--- src/rtl/tri_bus_reader.sv ---
// tri_bus_reader: receiving end of a shared tri-state bus. Grants the bus to
// one requesting source at a time (round-robin), samples the resolved value,
// and hands it downstream over a valid/ready handshake, acking the source.
//
// Ports:
//   clk, rst_n          clock, asynchronous active-low reset
//   req[N_SRC]          per-source request
//   oe[N_SRC]           one-hot/zero bufif1 enables, one per source
//   bus[WIDTH]          resolved tri bus value
//   ack[N_SRC]          one-cycle pulse to the source whose word was captured
//   out_valid/out_ready downstream handshake
//   out_data, out_src   captured word and index of the source that drove it
//
// Optional feature: define BUS_SETTLE_EN to add a DRIVE settle cycle, so the
// bus is driven for two cycles before it is sampled.
module tri_bus_reader #(
  parameter int WIDTH = 8,
  parameter int N_SRC = 2,
  parameter int IDX_W = 1
) (
  input  logic             clk,
  input  logic             rst_n,
  input  logic [N_SRC-1:0] req,
  output logic [N_SRC-1:0] oe,
  input  logic [WIDTH-1:0] bus,
  output logic [N_SRC-1:0] ack,
  output logic             out_valid,
  input  logic             out_ready,
  output logic [WIDTH-1:0] out_data,
  output logic [IDX_W-1:0] out_src
);

  localparam int unsigned NSRC_U = N_SRC;

`ifdef BUS_SETTLE_EN
  typedef enum logic [1:0] {IDLE, DRIVE, SAMPLE, HOLD} state_t;
`else
  typedef enum logic [1:0] {IDLE, SAMPLE, HOLD} state_t;
`endif

  state_t             state_q, state_d;
  logic [IDX_W-1:0]   ptr_q, ptr_d;
  logic [IDX_W-1:0]   g_q, g_d;
  logic [N_SRC-1:0]   oe_q, oe_d;
  logic [N_SRC-1:0]   ack_q, ack_d;
  logic               out_valid_q, out_valid_d;
  logic [WIDTH-1:0]   out_data_q, out_data_d;
  logic [IDX_W-1:0]   out_src_q, out_src_d;

  logic               found;
  logic [IDX_W-1:0]   sel;
  logic [IDX_W-1:0]   cand;

  // Round-robin search starting at ptr_q, wrapping at N_SRC-1 -> 0.
  always_comb begin
    found = 1'b0;
    sel   = '0;
    cand  = '0;
    for (int unsigned k = 0; k < NSRC_U; k++) begin
      cand = IDX_W'((32'(ptr_q) + k) % NSRC_U);
      if (!found && req[cand]) begin
        found = 1'b1;
        sel   = cand;
      end
    end
  end

  always_comb begin
    state_d     = state_q;
    ptr_d       = ptr_q;
    g_d         = g_q;
    oe_d        = oe_q;
    ack_d       = '0;
    out_valid_d = out_valid_q;
    out_data_d  = out_data_q;
    out_src_d   = out_src_q;

    case (state_q)
      IDLE: begin
        if (found) begin
          g_d  = sel;
          oe_d = N_SRC'(1) << sel;
`ifdef BUS_SETTLE_EN
          state_d = DRIVE;
`else
          state_d = SAMPLE;
`endif
        end
      end
`ifdef BUS_SETTLE_EN
      DRIVE: begin
        state_d = SAMPLE;
      end
`endif
      SAMPLE: begin
        out_data_d  = bus;
        out_src_d   = g_q;
        out_valid_d = 1'b1;
        ack_d       = N_SRC'(1) << g_q;
        oe_d        = '0;
        ptr_d       = (g_q == IDX_W'(N_SRC - 1)) ? '0 : g_q + 1'b1;
        state_d     = HOLD;
      end
      HOLD: begin
        if (out_valid_q && out_ready) begin
          out_valid_d = 1'b0;
          state_d     = IDLE;
        end
      end
      default: begin
        state_d = IDLE;
      end
    endcase
  end

  // Asynchronous reset drops oe immediately so no source keeps driving.
  always_ff @(posedge clk or negedge rst_n) begin
    if (!rst_n) begin
      state_q     <= IDLE;
      ptr_q       <= '0;
      g_q         <= '0;
      oe_q        <= '0;
      ack_q       <= '0;
      out_valid_q <= 1'b0;
      out_data_q  <= '0;
      out_src_q   <= '0;
    end else begin
      state_q     <= state_d;
      ptr_q       <= ptr_d;
      g_q         <= g_d;
      oe_q        <= oe_d;
      ack_q       <= ack_d;
      out_valid_q <= out_valid_d;
      out_data_q  <= out_data_d;
      out_src_q   <= out_src_d;
    end
  end

  assign oe        = oe_q;
  assign ack       = ack_q;
  assign out_valid = out_valid_q;
  assign out_data  = out_data_q;
  assign out_src   = out_src_q;

endmodule

--- config.mk ---
export PLATFORM = sky130hd
export DESIGN_NAME = tri_bus_reader
export DESIGN_NICKNAME = d
export VERILOG_FILES = /design/src/rtl/tri_bus_reader.sv
export SDC_FILE = /design/constraint.sdc
export NUM_CORES = 1
export LEC_CHECK = 0
export CORE_MARGIN = 2
export CORE_UTILIZATION = 40
export DETAILED_ROUTE_END_ITERATION = 7
export PLACE_DENSITY = 0.73
export REMOVE_ABC_BUFFERS = 1
export SLEW_MARGIN = 25
export SYNTH_ARGS = -nofsm -noshare
export SYNTH_HDL_FRONTEND = slang
export SYNTH_SLANG_ARGS = --single-unit
--- constraint.sdc ---
create_clock -name clk -period 1.65 [get_ports clk]
set_input_delay 0.495 -clock clk [delete_from_list [all_inputs] [get_ports clk]]
set_output_delay 0.495 -clock clk [all_outputs]
set_load 0.005 [all_outputs]
==> results.sh, run 1 <==
export IMPL_status="completed"
export IMPL_fin_worst_skew_ns=0.00630
export IMPL_crit_chain="dlygate4sd2_1"
export IMPL_critical_path_buf_inv_count=1
export IMPL_via_per_inst=4.63
export IMPL_final_area_um2=1100
export IMPL_crit_path_max_incr_delay_ns=0.40
export IMPL_rr_startpoint="state_q[0]"
export IMPL_start_util_pct=43.0
export IMPL_worstPathMaxFanout=3
export IMPL_worstRegToRegCells=2
export IMPL_required_ns=1.15
export IMPL_yosys_warnings=0
export IMPL_worst_pin_slew_ns=0.433
export IMPL_hp_class="in -> async"
export IMPL_port_buffers=26
export IMPL_period_minus_slack_ns=1.46
export IMPL_area_growth_pct=45.1
export IMPL_grt_usage_pct=15.3
export IMPL_criticalPathCategory="reg -> out"
export IMPL_rsz0062_at_grt="false"
export IMPL_routed_wl_mm=1.38
export IMPL_cts_buffer_depth=2
export IMPL_gp_congestion=0.804
export IMPL_fin_cells=109
export IMPL_num_vias=505
export IMPL_slew_headroom_pct=71.1
export IMPL_power_density_nw_per_um2=1790
export IMPL_cts_made_buffers=3
export IMPL_clkTransAtPathRegs_ns=0.10
export IMPL_m1WireLength_um=588
export IMPL_final_hold_violation_count=0
export IMPL_hold_buffers=0
export IMPL_drt_iter0_markers=3
export IMPL_yosysSeqAreaShare_pct=59.3
export IMPL_diodes=0
export IMPL_wl_met3_um=86
export IMPL_remaining_drc_errors=0
export IMPL_path_delay_family="flip-flops"
export IMPL_maxSlewViolCount=0
export IMPL_hpwlAfterDp_mm=1.00
export IMPL_drv_cap=0
export IMPL_reg2reg_slack_ns=0.24
export IMPL_r2r_end="out_data[1]"
export IMPL_grt_max_degree=19
export IMPL_synth_lib_cells_used_distinct=21
export IMPL_fin_nets=98
export IMPL_die_area_um2=2260
export IMPL_antenna_found_initial=0
export IMPL_top_layer="met4"
export IMPL_gr_total_overflow=0
export IMPL_synthesis_area_um2=759
export IMPL_io_pins=27
export IMPL_dp_cells=101
export IMPL_die_w_um=47.6
export IMPL_grt_pass1_wl_mm=2.24
export IMPL_synthCells=50
export IMPL_cp_slowest_cell="dfrtp_1"
export IMPL_clk_latency_ns=0.29
export IMPL_cts_root_buf="clkbuf_4"
export IMPL_first_pass_iters=2
export IMPL_cp_data_arrival_time_ns=0.96
export IMPL_place_area_um2=1040
export IMPL_avgSynthCellArea_um2=15.2
export IMPL_fin_util_pct=62.5
export IMPL_power_leakage_uw=0.000559
export IMPL_rows=15
export IMPL_cp_end_kind="primary output"
export IMPL_max_freq_mhz=687
export IMPL_cts_sinks=18
export IMPL_drive_above_1_share_pct=26.2
export IMPL_die_h_um=47.6
export IMPL_start_kind="register"
export IMPL_ys_ff_latch=18
export IMPL_coreArea_um2=1760
export IMPL_final_antenna_net_count=0
export IMPL_cts_tree="done"
export IMPL_vdd_drop_max_v=0.000991
export IMPL_min_period_over_period_pct=88.3
export IMPL_power_uw=1970
export IMPL_met2_length_um=666
export IMPL_wl_per_cell_um=12.7
export IMPL_setup_viol=0
export IMPL_grt_pass1_vias=503
export IMPL_htree_levels=1
## area by class of cell
| type | instances | area, µm² |
|---|---|---|
| fillers | 159 | 662 |
| flip-flops and latches | 18 | 450 |
| repair buffers | 31 | 295 |
| multi-input cells | 29 | 282 |
| clock buffers | 4 | 36.3 |
| well taps | 25 | 31.3 |
| inverters | 2 | 7.51 |
## worst max path at each step
| stage | start | endpoint | slack (ns) | cells after the start |
|---|---|---|---|---|
| final | oe[0] | oe[0] | 0.19 | 1 |
| after detailed placement | req[1] | oe[0] | -0.006 | 3 |
| after global placement | req[1] | oe[0] | 0.03 | 3 |
| after floorplan | state_q[1] | out_data[1] | 0.40 | 2 |
| after global routing | oe[0] | oe[0] | 0.14 | 1 |
| after CTS | out_data[1] | out_data[1] | 0.003 | 1 |
## placed cells by master (no fill, tap or decap), types with 2 or more instances in the layout
cell type and n:
mux2_2 3, buf_4 5, inv_1 2, dfrtp_1 18, clkbuf_4 3, mux2_4 6, dlymetal6s2s_1 4, a2bb2oi_1 2
nor3b_1 3, clkdlybuf4s50_1 12, dlygate4sd2_1 10, a21boi_0 2
## worst register-to-register path, delay by kind of cell (launching register included)
family	cells	cell delay, ns
flip-flops	1	0.46
AND/OR/NAND/NOR	1	0.45
multiplexers	1	0.39
## per-stage QoR
step | worst slack, ns | hold slack [ns] | TNS, ns
6_report | 0.194 | 0.507 | 0
5_1_grt | 0.142 | 0.510 | 0
4_1_cts | 0.00325 | 0.511 | 0
3_5_place_dp | -0.00631 | 0.496 | -0.00631
3_3_place_gp | 0.0253 | 0.491 | 0
2_1_floorplan | 0.400 | 0.199 | 0
## kinds of logic (layout without fill, tap and decap cells)
| family | after synthesis | in the layout | share of synthesized area, % |
|---|---|---|---|
| buffers and inverters | 3 | 37 | 3.62 |
| multiplexers | 10 | 10 | 17.6 |
| AND/OR/NAND/NOR | 11 | 11 | 10.4 |
| AO/OA/AOI/OAI | 8 | 8 | 9.06 |
| flip-flops | 18 | 18 | 59.3 |
## timing repair
item	CTS	global route
pin swaps	0	0
setup buffers	3	1
resized for setup	10	4
endpoints found under the setup margin	11	4
## registers in the layout, summed over array words and instances, names as in the netlist
signal / cells
out_src: 1
out_data: 8
oe: 2
out_valid: 1
state_q: 2
g_q: 1
ptr_q: 1
ack: 2
## synth_stat cells, drive strengths merged
master | number | share of area, %
dfrtp | 18 | 59
mux2 | 9 | 16
nor3b | 3 | 3.0
a21boi | 2 | 2.0
a2bb2oi | 2 | 2.3
and2 | 2 | 1.8
inv | 2 | 0.99
nor2b | 2 | 2.6
a21o | 1 | 0.99
a221o | 1 | 1.5
a311o | 1 | 1.3
and2b | 1 | 1.2
buf | 1 | 2.6
mux2i | 1 | 1.3
nand2 | 1 | 0.49
nand2b | 1 | 0.82
nor2 | 1 | 0.49
o21a | 1 | 0.99
## power breakdown
part	total (µW)	internal [µW]	switching, µW
Clock	265	135	130
Combinational	895	606	289
Sequential	810	660	150
## metal layers
metal	track usage [%]	up-vias
met1	18.5	245
met5	0	-
met2	22.4	13
li1	-	243
met3	6.42	4
met4	9.73	0
Power figures use the tool's default switching activity.
==> inputs of run 2 (changes only) <==
==> constraint.sdc (replaced) <==
create_clock -name clk -period 1.65 [get_ports clk]
set_input_delay 0.2475 -clock clk [delete_from_list [all_inputs] [get_ports clk]]
set_output_delay 0.2475 -clock clk [all_outputs]
set_load 0.005 [all_outputs]
==> run 2 against run 1 <==
  * Non-clock buffer count down 4
  * Sequential power rose by 2%
  * Critical path depth is the same
  * First-iteration DRC count is 33% higher
  * Largest cell class unchanged
  * Register-to-register slack better by 0.03 ns
  * Cell area is 3.7% lower
  * Sequential cell count unchanged
  * Critical endpoint is now out_valid
  * Worst hold slack got worse by 0.23 ns
  * Via count fell by 3.2%
  * Maximum frequency is 2.2% higher
  * Power is 1.2% lower
==> results.sh, run 2 (synthesis gave the netlist of run 1 again) <==
export IMPL_die_area_um2=2260
export IMPL_port_buffers=26
export IMPL_criticalPathCategory="reg -> out"
export IMPL_swShare_pct=28.5
export IMPL_grt_pass1_wl_mm=2.04
export IMPL_grt_pass1_vias=467
export IMPL_cts_root_buf="clkbuf_4"
export IMPL_worstPathMaxFanout=4
export IMPL_hpwlAfterDp_mm=1.00
export IMPL_antenna_found_initial=0
export IMPL_p_comb_share_pct=46.8
export IMPL_coreArea_um2=1760
export IMPL_power_leakage_uw=0.000464
export IMPL_start_kind="register"
export IMPL_place_worst_setup_slack_ns=0.230
export IMPL_setup_tns_ns=0
export IMPL_htree_levels=1
export IMPL_die_w_um=47.6
export IMPL_clkTransAtPathRegs_ns=0.09
export IMPL_slew_headroom_pct=72.5
export IMPL_layout_commonest_cell="clkdlybuf4s50_1"
export IMPL_power_switching_uw=554
export IMPL_fin_worst_skew_ns=0.000889
export IMPL_post_cts_buffers=0
export IMPL_fin_ws_ns=0.226
export IMPL_p_clk_share_pct=10.7
export IMPL_drive_above_1_share_pct=21.5
export IMPL_n_fill_cell=160
export IMPL_status="completed"
export IMPL_period_minus_slack_ns=1.42
export IMPL_max_freq_mhz=702
export IMPL_maxSlewViolCount=0
export IMPL_drv_cap=0
export IMPL_gr_total_overflow=0
export IMPL_num_vias=489
export IMPL_crit_chain="clkdlybuf4s50_1"
export IMPL_power_uw=1950
export IMPL_wl_per_cell_um=13.2
export IMPL_power_internal_uw=1390
export IMPL_largest_register_ffs=8
export IMPL_remaining_drc_errors=0
export IMPL_grt_usage_pct=13.6
export IMPL_clk_latency_ns=0.28
export IMPL_setup_viol=0
export IMPL_cts_sinks=18
export IMPL_worst_pin_slew_ns=0.411
export IMPL_rows=15
export IMPL_fin_nets=94
export IMPL_rsz0062_at_grt="false"
export IMPL_critical_path_buf_inv_count=1
export IMPL_routed_wl_mm=1.37
export IMPL_fin_cells=104
export IMPL_vdd_drop_max_v=0.000868
export IMPL_required_ns=1.40
export IMPL_die_h_um=47.6
export IMPL_cp_end_kind="primary output"
export IMPL_cp_data_arrival_time_ns=1.18
export IMPL_path_delay_family="buffers and inverters"
export IMPL_area_growth_pct=39.7
export IMPL_crit_path_max_incr_delay_ns=0.51
export IMPL_first_pass_iters=2
export IMPL_cp_slowest_cell="clkdlybuf4s50_1"
export IMPL_diodes=0
export IMPL_min_period_over_period_pct=86.3
export IMPL_final_cell_mix="26 x clkdlybuf4s50_1, 18 x dfrtp_1, 6 x mux2_4"
export IMPL_final_hold_violation_count=0
export IMPL_cts_buffer_depth=2
export IMPL_io_pins=27
export IMPL_dp_cells=101
export IMPL_cts_tree="done"
export IMPL_hp_class="in -> async"
export IMPL_gp_congestion=0.751
export IMPL_post_cts_resize_count=0
export IMPL_power_density_nw_per_um2=1830
export IMPL_via_per_inst=4.70
export IMPL_drt_iter0_markers=4
export IMPL_start_util_pct=43.0
export IMPL_grt_max_degree=19
export IMPL_final_antenna_net_count=0
export IMPL_cts_made_buffers=3
export IMPL_p_seq_share_pct=42.5
export IMPL_hold_buffers=0
==> run 2: power groups by stage <==
stage	logic (µW)	registers, µW	clock network [µW]
2_1_floorplan	474	824	0
3_3_place_gp	904	828	0
3_5_place_dp	920	835	0
4_1_cts	926	827	218
5_1_grt	990	856	238
6_report	911	827	208
==> run 2: per-layer routing <==
layer / part of all wire [%] / wire, µm / vias to the layer above / GRT usage, %
li1: - / - / 235 / -
met1: 45 / 621 / 242 / 17.7
met2: 50 / 679 / 10 / 20.5
met3: 3.5 / 48 / 2 / 2.26
met4: 1.4 / 19 / 0 / 9.73
met5: 0 / 0 / - / 0
==> run 2: final timing paths <==
kind                                  start     endpoint  slack, ns  cells past startpoint
min in group clk                out_data[3]  out_data[3]       0.51                      1
worst min register to register  out_data[3]  out_data[3]       0.51                      1
max in group asynchronous             rst_n  out_data[3]       1.18                      2
worst max-delay path              out_valid    out_valid       0.23                      1
worst min-delay path                  rst_n        oe[1]       0.28                      2
worst max register to register   state_q[0]  out_data[1]       0.27                      2
==> run 2: cell type report <==
cell class / instances / area [µm²] / share of cell area (%)
Tap cell: 25 / 31.3 / 2.95
Sequential cell: 18 / 450 / 42.5
Clock buffer: 3 / 22.5 / 2.12
Timing Repair Buffer: 27 / 268 / 25.2
Multi-Input combinational cell: 29 / 282 / 26.5
Inverter: 2 / 7.51 / 0.708
==> run 2: stage by stage <==
stage	area [µm²]	utilization, %	hold WS (ns)
final	1060	60.1	0.278
after floorplan	739	-	-0.0481
after global placement	1040	58.9	0.492
after global routing	1060	60.1	0.291
after detailed placement	1040	58.9	0.497
after CTS	1060	60.1	0.281
